## src/rtl/vga_timing_gen_pkg.sv

```systemverilog
// -----------------------------------------------------------------------------
// vga_timing_gen_pkg
// Shared types and constants for the VGA raster timing generator.
//   vga_mode_t   : porch/sync geometry of a video mode plus its pixel clock.
//   vga_strobe_t : the six per-pixel strobes carried through the delay line.
//   MODE_*       : geometry of the standard modes the labkit drives.
//   in_window()  : half-open range test used by the sync decoders.
// -----------------------------------------------------------------------------
package vga_timing_gen_pkg;

    typedef struct packed {
        int unsigned h_active;
        int unsigned h_fp;
        int unsigned h_sync;
        int unsigned h_bp;
        int unsigned v_active;
        int unsigned v_fp;
        int unsigned v_sync;
        int unsigned v_bp;
        int unsigned pclk_khz;
    } vga_mode_t;

    // Bit order matches the {hsync, vsync, blank_b, line_start, frame_start,
    // sync_b} bundle that travels through the delay line.
    typedef struct packed {
        logic hsync;
        logic vsync;
        logic blank_b;
        logic line_start;
        logic frame_start;
        logic sync_b;
    } vga_strobe_t;

    localparam vga_mode_t MODE_640X480_72 = '{
        h_active: 640, h_fp: 24, h_sync: 40,  h_bp: 128,
        v_active: 480, v_fp: 9,  v_sync: 3,   v_bp: 28,  pclk_khz: 31500};
    localparam vga_mode_t MODE_640X480_60 = '{
        h_active: 640, h_fp: 16, h_sync: 96,  h_bp: 48,
        v_active: 480, v_fp: 10, v_sync: 2,   v_bp: 33,  pclk_khz: 25175};
    localparam vga_mode_t MODE_800X600_72 = '{
        h_active: 800, h_fp: 56, h_sync: 120, h_bp: 64,
        v_active: 600, v_fp: 37, v_sync: 6,   v_bp: 23,  pclk_khz: 50000};
    localparam vga_mode_t MODE_1024X768_60 = '{
        h_active: 1024, h_fp: 24, h_sync: 136, h_bp: 160,
        v_active: 768,  v_fp: 3,  v_sync: 6,   v_bp: 29, pclk_khz: 65000};

    // True when lo <= val < lo + len. Done at 32 bits so a window that ends
    // exactly at 2^CW cannot wrap.
    function automatic logic in_window(input int unsigned val,
                                       input int unsigned lo,
                                       input int unsigned len);
        return (val >= lo) && (val < lo + len);
    endfunction

endpackage

```

## src/rtl/vga_timing_gen_pipe_delay.sv

```systemverilog
// -----------------------------------------------------------------------------
// vga_timing_gen_pipe_delay
// Enabled shift register of DEPTH stages, each WIDTH bits, that all reset to
// RESET_VAL. When DEPTH is 0 it is a wire and the clock, reset and enable
// ports go unused.
// Ports:
//   i_clk   : clock
//   i_rst_n : asynchronous reset, active-low
//   i_en    : shift enable; low holds every stage
//   i_d     : data in
//   o_q     : data out, DEPTH enabled cycles after i_d
// -----------------------------------------------------------------------------
module vga_timing_gen_pipe_delay #(
    parameter int               WIDTH     = 1,
    parameter int               DEPTH     = 0,
    parameter logic [WIDTH-1:0] RESET_VAL = '0
) (
    input  logic             i_clk,
    input  logic             i_rst_n,
    input  logic             i_en,
    input  logic [WIDTH-1:0] i_d,
    output logic [WIDTH-1:0] o_q
);

    if (DEPTH == 0) begin : g_pass
        logic w_unused_ok;
        assign w_unused_ok = ^{i_clk, i_rst_n, i_en};
        assign o_q = i_d;
    end else begin : g_pipe
        logic [DEPTH-1:0][WIDTH-1:0] r_stage;

        always_ff @(posedge i_clk or negedge i_rst_n) begin
            if (!i_rst_n) begin
                r_stage <= {DEPTH{RESET_VAL}};
            end else if (i_en) begin
                r_stage[0] <= i_d;
                for (int i = 1; i < DEPTH; i++) begin
                    r_stage[i] <= r_stage[i-1];
                end
            end
        end

        assign o_q = r_stage[DEPTH-1];
    end

endmodule

```

## src/rtl/vga_timing_gen.sv

```systemverilog
// -----------------------------------------------------------------------------
// vga_timing_gen
// Parameterised VGA raster timing generator in the pixel_clock domain.
// Counts pixel columns and lines, and decodes the sync, blank and start
// strobes. The strobes pass through a DELAY-stage line so they stay aligned
// with a multi-stage pixel pipeline. hcount and vcount are never delayed.
// Optional build macro: VGA_TIMING_COMPOSITE_SYNC_EN. When it is defined,
// sync_b carries the XOR composite sync used by sync-on-green monitors.
// When it is undefined, sync_b is tied high.
// Ports:
//   pixel_clock : pixel clock
//   reset_b     : asynchronous reset, active-low
//   en          : count enable; low freezes counters and delay stages
//   hcount      : current pixel column (undelayed)
//   vcount      : current line (undelayed)
//   hsync       : horizontal sync, polarity HSYNC_POL, delayed DELAY cycles
//   vsync       : vertical sync, polarity VSYNC_POL, delayed
//   blank_b     : high inside the active area, delayed
//   line_start  : one-cycle pulse at hcount == 0, delayed
//   frame_start : one-cycle pulse at hcount == 0 && vcount == 0, delayed
//   sync_b      : composite sync, active-low, delayed
// -----------------------------------------------------------------------------
module vga_timing_gen
    import vga_timing_gen_pkg::*;
#(
    parameter int unsigned H_ACTIVE  = 640,
    parameter int unsigned H_FP      = 24,
    parameter int unsigned H_SYNC    = 40,
    parameter int unsigned H_BP      = 128,
    parameter int unsigned V_ACTIVE  = 480,
    parameter int unsigned V_FP      = 9,
    parameter int unsigned V_SYNC    = 3,
    parameter int unsigned V_BP      = 28,
    parameter bit          HSYNC_POL = 1'b0,
    parameter bit          VSYNC_POL = 1'b0,
    parameter int          DELAY     = 0,
    parameter int          CW        = 11
) (
    input  logic          pixel_clock,
    input  logic          reset_b,
    input  logic          en,
    output logic [CW-1:0] hcount,
    output logic [CW-1:0] vcount,
    output logic          hsync,
    output logic          vsync,
    output logic          blank_b,
    output logic          line_start,
    output logic          frame_start,
    output logic          sync_b
);

    localparam int unsigned H_TOTAL = H_ACTIVE + H_FP + H_SYNC + H_BP;
    localparam int unsigned V_TOTAL = V_ACTIVE + V_FP + V_SYNC + V_BP;

    localparam vga_strobe_t STRB_RST = '{
        hsync:       ~HSYNC_POL,
        vsync:       ~VSYNC_POL,
        blank_b:     1'b0,
        line_start:  1'b0,
        frame_start: 1'b0,
        sync_b:      1'b1
    };

    // Elaboration-time guards on the geometry.
    if ((64'd1 << CW) < 64'(H_TOTAL) || (64'd1 << CW) < 64'(V_TOTAL)) begin : g_cw_bad
        $error("vga_timing_gen: CW=%0d too narrow for H_TOTAL=%0d / V_TOTAL=%0d",
               CW, H_TOTAL, V_TOTAL);
    end
    if (DELAY < 0 || DELAY > 15) begin : g_delay_bad
        $error("vga_timing_gen: DELAY=%0d outside 0..15", DELAY);
    end

    logic [CW-1:0] r_hcount;
    logic [CW-1:0] r_vcount;
    logic [CW-1:0] w_h_nxt;
    logic [CW-1:0] w_v_nxt;
    logic          w_h_wrap;
    logic          w_hs_act;
    logic          w_vs_act;
    logic          w_act;
    vga_strobe_t   w_strb_nxt;
    vga_strobe_t   r_strb;
    vga_strobe_t   w_strb_dly;

    always_comb begin
        w_h_wrap = (r_hcount == CW'(H_TOTAL - 1));
        w_h_nxt  = w_h_wrap ? '0 : r_hcount + CW'(1);
        w_v_nxt  = r_vcount;
        if (w_h_wrap) begin
            w_v_nxt = (r_vcount == CW'(V_TOTAL - 1)) ? '0 : r_vcount + CW'(1);
        end
    end

    // The strobe register loads on the same edge as the counters. So the
    // strobes are decoded from the counter values being loaded. That keeps
    // the DELAY=0 strobes in step with hcount/vcount and still registered.
    always_comb begin
        w_hs_act = in_window(32'(w_h_nxt), H_ACTIVE + H_FP, H_SYNC);
        w_vs_act = in_window(32'(w_v_nxt), V_ACTIVE + V_FP, V_SYNC);
        w_act    = (32'(w_h_nxt) < H_ACTIVE) && (32'(w_v_nxt) < V_ACTIVE);

        w_strb_nxt             = STRB_RST;
        w_strb_nxt.hsync       = w_hs_act ^ ~HSYNC_POL;
        w_strb_nxt.vsync       = w_vs_act ^ ~VSYNC_POL;
        w_strb_nxt.blank_b     = w_act;
        w_strb_nxt.line_start  = (w_h_nxt == '0);
        w_strb_nxt.frame_start = (w_h_nxt == '0) && (w_v_nxt == '0);
`ifdef VGA_TIMING_COMPOSITE_SYNC_EN
        // Low during hsync on normal lines, and inverted (serration) during
        // vsync lines.
        w_strb_nxt.sync_b      = ~(w_hs_act ^ w_vs_act);
`else
        w_strb_nxt.sync_b      = 1'b1;
`endif
    end

    always_ff @(posedge pixel_clock or negedge reset_b) begin
        if (!reset_b) begin
            r_hcount <= '0;
            r_vcount <= '0;
            r_strb   <= STRB_RST;
        end else if (en) begin
            r_hcount <= w_h_nxt;
            r_vcount <= w_v_nxt;
            r_strb   <= w_strb_nxt;
        end
    end

    vga_timing_gen_pipe_delay #(
        .WIDTH     ($bits(vga_strobe_t)),
        .DEPTH     (DELAY),
        .RESET_VAL (STRB_RST)
    ) u_dly (
        .i_clk   (pixel_clock),
        .i_rst_n (reset_b),
        .i_en    (en),
        .i_d     (r_strb),
        .o_q     (w_strb_dly)
    );

    assign hcount      = r_hcount;
    assign vcount      = r_vcount;
    assign hsync       = w_strb_dly.hsync;
    assign vsync       = w_strb_dly.vsync;
    assign blank_b     = w_strb_dly.blank_b;
    assign line_start  = w_strb_dly.line_start;
    assign frame_start = w_strb_dly.frame_start;
    assign sync_b      = w_strb_dly.sync_b;

endmodule

```

## config.mk

```make
export PLATFORM = sky130hd
export DESIGN_NAME = vga_timing_gen
export DESIGN_NICKNAME = d
export VERILOG_FILES = /design/src/rtl/vga_timing_gen_pkg.sv /design/src/rtl/vga_timing_gen_pipe_delay.sv /design/src/rtl/vga_timing_gen.sv
export SDC_FILE = /design/constraint.sdc
export NUM_CORES = 1
export LEC_CHECK = 0
export BUFFER_PORTS_ARGS = -buffer_cell sky130_fd_sc_hd__buf_2
export CAP_MARGIN = 5
export CORE_AREA = 2 2 93 95
export CTS_BUF_LIST = sky130_fd_sc_hd__clkbuf_8
export DETAILED_ROUTE_END_ITERATION = 7
export DIE_AREA = 0 0 95 97
export PLACE_DENSITY = 0.52
export SETUP_SLACK_MARGIN = 0.1
export SYNTH_ARGS = -nofsm -noshare
export SYNTH_HDL_FRONTEND = slang
export SYNTH_SLANG_ARGS = --single-unit
export TNS_END_PERCENT = 100
```

## constraint.sdc

```tcl
create_clock -name pixel_clock -period 2.2 [get_ports pixel_clock]
set_input_delay 0.44 -clock pixel_clock [delete_from_list [all_inputs] [get_ports pixel_clock]]
set_output_delay 0.44 -clock pixel_clock [all_outputs]
set_load 0.005 [all_outputs]
```

==> qor.csv, run 1 <==
metric,value,unit
run_status,"complete, no violations",
core_area,8130,sq um
hold_violations,0,
synth-seq-cells,27,
synthFlopType,dfrtp_1,
cap_violations,0,
cp-end-kind,flop,
overflow,0,
worst_ep_arrival_time,2300,ps
fmaxAchievable,481,MHz
synth.net_count,226,
rows,33,
grt_max_degree,28,
final_common_cell,buf_4,
placedCellCount,368,
grt_pass1_vias,1746,
synth.area.top_cells,"dfrtp_1 33%, xnor2_1 7.3%, nand2_1 5.1%",
cp-start-kind,flop,
clockPowerShare,21.7,%
yosysTopAreaCellShare,32.8,%
max-vdd-ir-drop,0.000261,V
firstDrtPassIters,4,
ant_nets,0,
worst_pin_slew,633,ps
fin_util,30.1,%
yosysTopAreaCell,dfrtp_1,
wl,5330,um
crit_fanout,4,
comb_power_share,35.1,%
finalMaxSlewViolations,0,
synth_async_sr_flop_share,100,%
dpl_cell_area,2330,sq um
cts_num_sinks,27,
die_y,97,um
rsz0062_at_grt,true,
setup_violations,0,
antenna_found_initial,0,
r2r_slack,120,ps
switching_power,0.462,mW
syn_inst,221,
cp.required,2420,ps
area_growth,28.1,%
track_usage,12.0,%
drc,0,
final_cell_mix,"35 x buf_4, 29 x buf_2, 26 x nand2_1",
fin_setup_tns,0,ps
crit_type,flop to flop,
stdcell_count,374,
numCtsBuffers,3,
fin_ws,121,ps
p_int,0.898,mW
port_buffers,29,
dr.first_iter.drc_count,139,
start_util,23.5,%
final_area,2440,sq um
skew,3.18,ps
cts_tree,built,
diodes,0,
synth_area_per_cell,8.63,sq um
synth_edf_count,0,
routedWlPerCell,14.2,um
fin_crit_sh,94.5,%
clock_latency,280,ps
p_leak,1.05,nW
netlist_area,1910,sq um
die_w,95,um
powerDensity,556,nW/um^2
sequentialPowerShare,43.1,%
pin_count,31,
hold_buffers,0,
root_buffer,clkbuf_8,
drive_gt1_share,33.8,%
dieArea,9220,sq um
clk_pin_slew,100,ps
yosysUniqueCellTypes,53,
yosys_warnings,0,
via_per_inst,4.94,
max_slew_margin,57.8,%
pre_cts_ws,57.4,ps
finalPower,1.36,mW
vias,1848,
power.share.switching,34.0,%
yosysSeqAreaShare,35.5,%
holdWs,165,ps
clockBufferDepth,2,
grt_pass1_wl,8940,um
fin_nets,275,
gp_congestion,0.862,
hold_class,input pin to asynchronous set/reset pin,
fill_cells,858,
fin_crit,2080,ps
dpl.hpwl,3980,um
h-tree-depth,1,
final timing paths:
path	start	endpoint	depth (start not counted)
worst min register to register	r_strb[5]	r_strb[5]	2
worst max-delay path	hcount[10]	r_strb[4]	7
worst max register to register	hcount[10]	r_strb[4]	7
min in group pixel_clock	r_strb[5]	r_strb[5]	2
max in group asynchronous	reset_b	hcount[7]	1
worst min-delay path	reset_b	vcount[6]	1
synthesized netlist by cell type, types with 2 or more instances:
master and n:
nand2_1 26, dfrtp_1 25, xnor2_1 16, o21ai_0 15, nor2_1 14, nand3_1 11, buf_2 10, nor3_1 9
nand4_1 6, a21oi_1 5, buf_4 5, clkbuf_1 5, inv_1 5, o31ai_1 5, nor4_1 4, a211oi_1 3
a31oi_1 3, and2_1 3, and3_1 3, nor4b_1 3, xor2_1 3, a21o_1 2, a31o_2 2, a32oi_1 2
a41o_1 2, dfstp_2 2, ha_1 2, mux2_2 2, nand3b_1 2, o32ai_1 2, or3_1 2
routing by layer:
layer | global-route usage [%] | up-vias | part of all wire (%) | wire length [um]
met2 | 18.5 | 41 | 47 | 2490
met5 | 0 | - | 0 | 0
met3 | 1.56 | 10 | 3.7 | 197
met1 | 17.1 | 885 | 47 | 2520
met4 | 4.24 | 0 | 2.3 | 120
li1 | - | 912 | - | -
what timing repair did:
action,4_1_cts,5_1_grt
resized for setup,1,11
setup buffers,2,0
pin swaps,1,2
endpoints found under the setup margin,1,4
cell families after synthesis:
| family | share of synthesized area [%] |
|---|---|
| buffers and inverters | 7.15 |
| AO/OA/AOI/OAI | 18.1 |
| AND/OR/NAND/NOR | 27.8 |
| XOR/XNOR | 8.72 |
| flip-flops | 35.5 |
| adder cells (fa/ha/maj) | 1.31 |
| multiplexers | 1.18 |
| other | 0.197 |
flip-flops by register name, indices dropped and copies added (netlist names):
register  count
hcount       11
vcount       11
r_strb        5
worst max-delay path, cell delays in order, from the launching register on:
cell	delay, ps
dfrtp_1	380
and4bb_4	330
buf_4	120
nand4b_4	150
nor3_4	240
xnor2_1	100
or3_1	360
o32a_1	330
power by group through the flow:
stage | logic, mW | registers [mW] | clock network [mW]
after floorplan | 0.279 | 0.608 | 0
after global placement | 0.459 | 0.596 | 0
after detailed placement | 0.464 | 0.597 | 0
after CTS | 0.465 | 0.587 | 0.305
after global routing | 0.541 | 0.592 | 0.331
final | 0.478 | 0.586 | 0.296
area by class of cell:
| class | count | area [sq um] | area share, % |
|---|---|---|---|
| clock buffer | 3 | 41.3 | 1.69 |
| clock inverter | 1 | 3.75 | 0.154 |
| inverter | 5 | 18.8 | 0.768 |
| multi-input combinational | 168 | 1150 | 47.1 |
| sequential | 27 | 678 | 27.7 |
| tap | 105 | 131 | 5.37 |
| timing repair buffer | 65 | 419 | 17.1 |
No activity file was read; power rests on OpenSTA's default activity.
==> inputs of run 2 (changes only) <==
==> constraint.sdc (replaced) <==
create_clock -name pixel_clock -period 2.2 [get_ports pixel_clock]
set_input_delay 0.33 -clock pixel_clock [delete_from_list [all_inputs] [get_ports pixel_clock]]
set_output_delay 0.33 -clock pixel_clock [all_outputs]
set_load 0.005 [all_outputs]
==> run 2 against run 1 <==
- combinational power up 9.4%
- sequential share of layout area down 0.68 points
- critical path type unchanged
- utilization up 0.82 points
- cell area up 2.7%
- clock skew up 6.3 ps
- critical path depth unchanged
==> qor.csv, run 2 (synthesized netlist as in run 1, its figures left out) <==
metric,value,unit,change
run_status,"complete, no violations",,unchanged
placedCellCount,367,,was 368
grt_use_met3,1.09,%,was 1.56%
max-vdd-ir-drop,0.000188,V,was 0.000261 V
routedWlPerCell,14.5,um,was 14.2 um
grt_max_degree,28,,unchanged
crit_cells,7,,unchanged
clock_latency,290,ps,was 280 ps
fin_util,30.9,%,was 30.1%
path_buf_inv,0,,was 1
slowest_stage,or4_4,,was dfrtp_1
grt_pass1_vias,1749,,was 1746
multi_input_area,1190,sq um,was 1150 sq um
powerDensity,565,nW/um^2,was 556 nW/um^2
holdWs,39.8,ps,was 165 ps
dr.first_iter.drc_count,113,,was 139
fmaxAchievable,479,MHz,was 481 MHz
ant_nets,0,,unchanged
cts_num_sinks,27,,unchanged
numCtsBuffers,3,,unchanged
max_slew_margin,58.8,%,was 57.8%
hold_class,input pin to asynchronous set/reset pin,,unchanged
dpl.hpwl,3970,um,was 3980 um
gp_congestion,0.866,,was 0.862
fill_cells,857,,was 858
clockBufferDepth,2,,unchanged
crit_chain,ha_2 > xor2_1 > or4_4 > o311ai_4 > nor4b_4 > nand4b_1 > o32ai_2,,was and4bb_4 > buf_4 > nand4b_4 > nor3_4 > xnor2_1 > or3_1 > o32a_1
die_y,97,um,unchanged
met1_usage,17.2,%,was 17.1%
cp_top_family,simple AND/OR/NAND/NOR gates,,unchanged
cts_tree,built,,unchanged
drc,0,,unchanged
firstDrtPassIters,5,,was 4
r2r-start,hcount[0],,was hcount[10]
fin_crit_sh,94.9,%,was 94.5%
die_w,95,um,unchanged
crit_type,flop to flop,,unchanged
rsz0062_at_grt,true,,unchanged
final_cell_mix,"38 x buf_4, 29 x buf_2, 25 x nand2_1",,"was 35 x buf_4, 29 x buf_2, 26 x nand2_1"
cp-end-kind,flop,,unchanged
setup_violations,0,,unchanged
vias,1864,,was 1848
fin_crit,2090,ps,was 2080 ps
dieArea,9220,sq um,unchanged
cp-startpoint,hcount[0],,was hcount[10]
drive_gt1_share,36.8,%,was 33.8%
stdcell_count,377,,was 374
p_leak,1.08,nW,was 1.05 nW
core_area,8130,sq um,unchanged
hold_violations,0,,unchanged
antenna_found_initial,0,,unchanged
crit_fanout,3,,was 4
wl,5450,um,was 5330 um
cp-start-kind,flop,,unchanged
pin_count,31,,unchanged
overflow,0,,unchanged
worst_ep_arrival_time,2280,ps,was 2300 ps
skew,9.49,ps,was 3.18 ps
finalMaxSlewViolations,0,,unchanged
via_per_inst,4.94,,about the same
r2r_cells,7,,unchanged
h-tree-depth,1,,unchanged
hold_buffers,0,,unchanged
track_usage,11.7,%,was 12.0%
port_buffers,29,,unchanged
register_area,679,sq um,was 678 sq um
start_util,23.5,%,unchanged
final_common_cell,buf_4,,unchanged
diodes,0,,unchanged
grt_pass1_wl,8760,um,was 8940 um
cpPeakStageDelay,450,ps,was 380 ps
cp.required,2390,ps,was 2420 ps
grtUsageMet2,18.1,%,was 18.5%
cap_violations,0,,unchanged
rows,33,,unchanged
area_growth,31.6,%,was 28.1%
fin_nets,278,,was 275
worst_pin_slew,619,ps,was 633 ps
busiest_layer,met2,,unchanged
finalPower,1.42,mW,was 1.36 mW
fin_ws,112,ps,was 121 ps
pre_cts_ws,61.3,ps,was 57.4 ps
root_buffer,clkbuf_8,,unchanged
clk_pin_slew,110,ps,was 100 ps
==> run 2: cell count changes in the layout (fill, tap and decap cells not counted), sizes merged <==
cell / previous run / this run
clkinv: 0 / 1
inv: 6 / 5
buf: 65 / 68
==> run 2: where the power goes <==
part           internal, mW  leakage (nW)  switching, mW  total [mW]
combinational         0.246         0.700          0.277       0.523
sequential            0.552         0.351         0.0360       0.588
clock                 0.128        0.0255          0.180       0.307
total                 0.925          1.08          0.493        1.42
==> run 2: stage by stage <==
step           setup TNS [ps]  cell area, sq um
2_1_floorplan               0              1910
3_3_place_gp                0              2320
3_5_place_dp                0              2320
4_1_cts                     0              2400
5_1_grt                 -24.5              2510
6_report                    0              2510
==> run 2: routing by layer <==
| metal | vias up | wire [um] |
|---|---|---|
| li1 | 914 | - |
| met1 | 888 | 2580 |
| met2 | 51 | 2570 |
| met3 | 11 | 206 |
| met4 | 0 | 97 |
| met5 | - | 0 |
==> run 2: cell type report <==
| type | instances | share of cell area (%) |
|---|---|---|
| multi-input cells | 168 | 47.5 |
| clock inverters | 1 | 0.199 |
| well taps | 105 | 5.23 |
| repair buffers | 68 | 17.6 |
| flip-flops and latches | 27 | 27.1 |
| clock buffers | 3 | 1.64 |
| inverters | 5 | 0.747 |
==> run 2: worst paths after layout <==
path                                   to  slack, ps
worst max register to register  r_strb[1]        110
worst min-delay path            vcount[5]         40
worst min register to register  r_strb[5]        520
min in group pixel_clock        r_strb[5]        390
worst max-delay path            r_strb[1]        110
max in group asynchronous       vcount[1]       1730
==> run 2: repair_timing <==
item / in CTS / in global routing
gates resized for setup: 3 / 16
setup buffers: 3 / 4
endpoints found under the setup margin: 2 / 5
pin swaps: 2 / 4
cloned: 0 / 0
==> run 2: worst reg2reg max path: cells and delay by family, from the launching register on <==
family / cells / cell delay (ps)
and+or+nand+nor: 3 / 880
xor gates and xnor gates: 1 / 160
DFF: 1 / 400
adders and majority gates: 1 / 210
AOI/OAI and AO/OA: 2 / 360
==> inputs of run 3 (changes only) <==
CORE_AREA = 2 2 64 66   (was 2 2 93 95)
CTS_CLUSTER_SIZE = 12   (was unset)
DIE_AREA = 0 0 66 68   (was 0 0 95 97)
PLACE_DENSITY = 0.86   (was 0.52)
==> run 3 against run 2 <==
- sequential power grew 0.7%
- total power grew 0.13%
- global-route usage grew 11 points
- fmax shrank 3.7%
- flip-flop and latch count is the same
- critical path type unchanged
- critical endpoint is now r_strb[4]
- largest cell class unchanged
==> qor.csv, run 3 (synthesized netlist as in run 1, its figures left out) <==
metric,value,unit,change
final_common_cell,buf_4,,unchanged
port_buffers,29,,unchanged
cts_num_sinks,27,,unchanged
numCtsBuffers,3,,unchanged
drive_gt1_share,40.4,%,was 36.8%
h-tree-depth,1,,unchanged
grt_pass1_wl,8100,um,was 8760 um
cts_tree,built,,unchanged
via_per_inst,6.59,,was 4.94
rsz0062_at_grt,true,,unchanged
setup_violations,0,,unchanged
cp-end-kind,flop,,unchanged
max-vdd-ir-drop,0.000300,V,was 0.000188 V
firstDrtPassIters,5,,unchanged
fin_ws,31.4,ps,was 112 ps
grt_max_degree,28,,unchanged
cp.required,2410,ps,was 2390 ps
gp_congestion,0.907,,was 0.866
dr.first_iter.drc_count,219,,was 113
finalMaxSlewViolations,0,,unchanged
crit_type,flop to flop,,unchanged
p_leak,1.07,nW,was 1.08 nW
ant_nets,0,,unchanged
stdcell_count,322,,was 377
clk_pin_slew,110,ps,about the same
placedCellCount,308,,was 367
vias,2122,,was 1864
run_status,"complete, no violations",,unchanged
hold_violations,0,,unchanged
antenna_found_initial,0,,unchanged
diodes,0,,unchanged
fin_crit,2170,ps,was 2090 ps
fmaxAchievable,461,MHz,was 479 MHz
area_growth,30.4,%,was 31.6%
die_w,66,um,was 95 um
powerDensity,571,nW/um^2,was 565 nW/um^2
cap_violations,0,,unchanged
drc,0,,unchanged
clock_latency,280,ps,was 290 ps
final_area,2490,sq um,was 2510 sq um
routedWlPerCell,18.3,um,was 14.5 um
final_cell_mix,"36 x buf_4, 29 x buf_2, 25 x nand2_1",,"was 38 x buf_4, 29 x buf_2, 25 x nand2_1"
dpl_cell_area,2220,sq um,was 2320 sq um
pin_count,31,,unchanged
fin_crit_sh,98.6,%,was 94.9%
cp-start-kind,flop,,unchanged
pre_cts_ws,-51.2,ps,was 61.3 ps
grt_pass1_vias,1726,,was 1749
core_area,3860,sq um,was 8130 sq um
clockBufferDepth,2,,unchanged
skew,7.58,ps,was 9.49 ps
r2r-start,hcount[7],,was hcount[0]
track_usage,23.1,%,was 11.7%
root_buffer,clkbuf_8,,unchanged
fin_nets,278,,unchanged
hold_class,input pin to asynchronous set/reset pin,,unchanged
die_y,68,um,was 97 um
worst_pin_slew,626,ps,was 619 ps
dpl.hpwl,3620,um,was 3970 um
overflow,0,,unchanged
crit_fanout,7,,was 3
cp-startpoint,hcount[7],,was hcount[0]
rows,23,,was 33
wl,5890,um,was 5450 um
start_util,49.5,%,was 23.5%
dieArea,4490,sq um,was 9220 sq um
max_slew_margin,58.3,%,was 58.8%
worst_ep_arrival_time,2380,ps,was 2280 ps
[run 3: cell count changes in the layout (fill, tap and decap cells not counted), moves of 2 or more]
cell | before | now
buf_4 | 38 | 36
and3_2 | 1 | 3
xnor2_1 | 14 | 16
o21ai_2 | 0 | 2
and3_1 | 3 | 1
dfrtp_1 | 24 | 22
dfrtp_2 | 1 | 3
xnor2_2 | 2 | 0
buf_6 | 1 | 3
o21ai_0 | 15 | 12
[run 3: cell type report]
type	instances	area [sq um]
clock buffers	3	41.3
clock inverters	1	7.51
fillers	305	1370
well taps	50	62.6
repair buffers	68	449
inverters	5	18.8
multi-input cells	168	1230
flip-flops and latches	27	682
[run 3: final timing paths]
check / to / slack (ps) / cells past startpoint
setup / recovery: r_strb[4] / 30 / 6
setup reg to reg: r_strb[4] / 30 / 6
max in group asynchronous: vcount[6] / 1710 / 1
hold / removal: vcount[9] / 60 / 1
hold reg to reg: r_strb[5] / 500 / 2
min in group pixel_clock: r_strb[5] / 440 / 3
[run 3: through the flow]
step	util [%]	total power [mW]	hold WS [ps]	setup TNS (ps)
after global placement	57.6	1.06	372	0
after floorplan	-	0.887	34.4	0
after CTS	60.2	1.37	80.4	0
after detailed placement	57.6	1.07	381	-70.1
final	64.5	1.42	55.9	0
after global routing	64.5	1.49	105	-43.9
[run 3: where the power goes]
part / switching (mW) / leakage (nW) / internal [mW]
Combinational: 0.278 / 0.698 / 0.246
Sequential: 0.0401 / 0.348 / 0.552
Clock: 0.176 / 0.0217 / 0.129
Total: 0.493 / 1.07 / 0.927
[run 3: timing repair]
action,4_1_cts,5_1_grt
hold buffers,0,0
setup endpoints to repair,3,5
pin swaps,2,11
setup buffers,5,6
resized for setup,3,32
cloned,0,0
[run 3: metal layers]
metal | track usage [%] | share of wire (%) | vias up
met5 | 0 | 0 | -
met4 | 8.16 | 4.4 | 0
met3 | 2.47 | 8.7 | 40
met2 | 37.1 | 46 | 160
met1 | 32.5 | 41 | 1008
li1 | - | - | 914
[run 3: critical path, stage by stage (launching register included)]
cell and delay, ps:
dfrtp_1 390, and4bb_4 370, and4b_2 360, nand2_2 100, xor2_2 190, or3_1 360, o32a_1 330
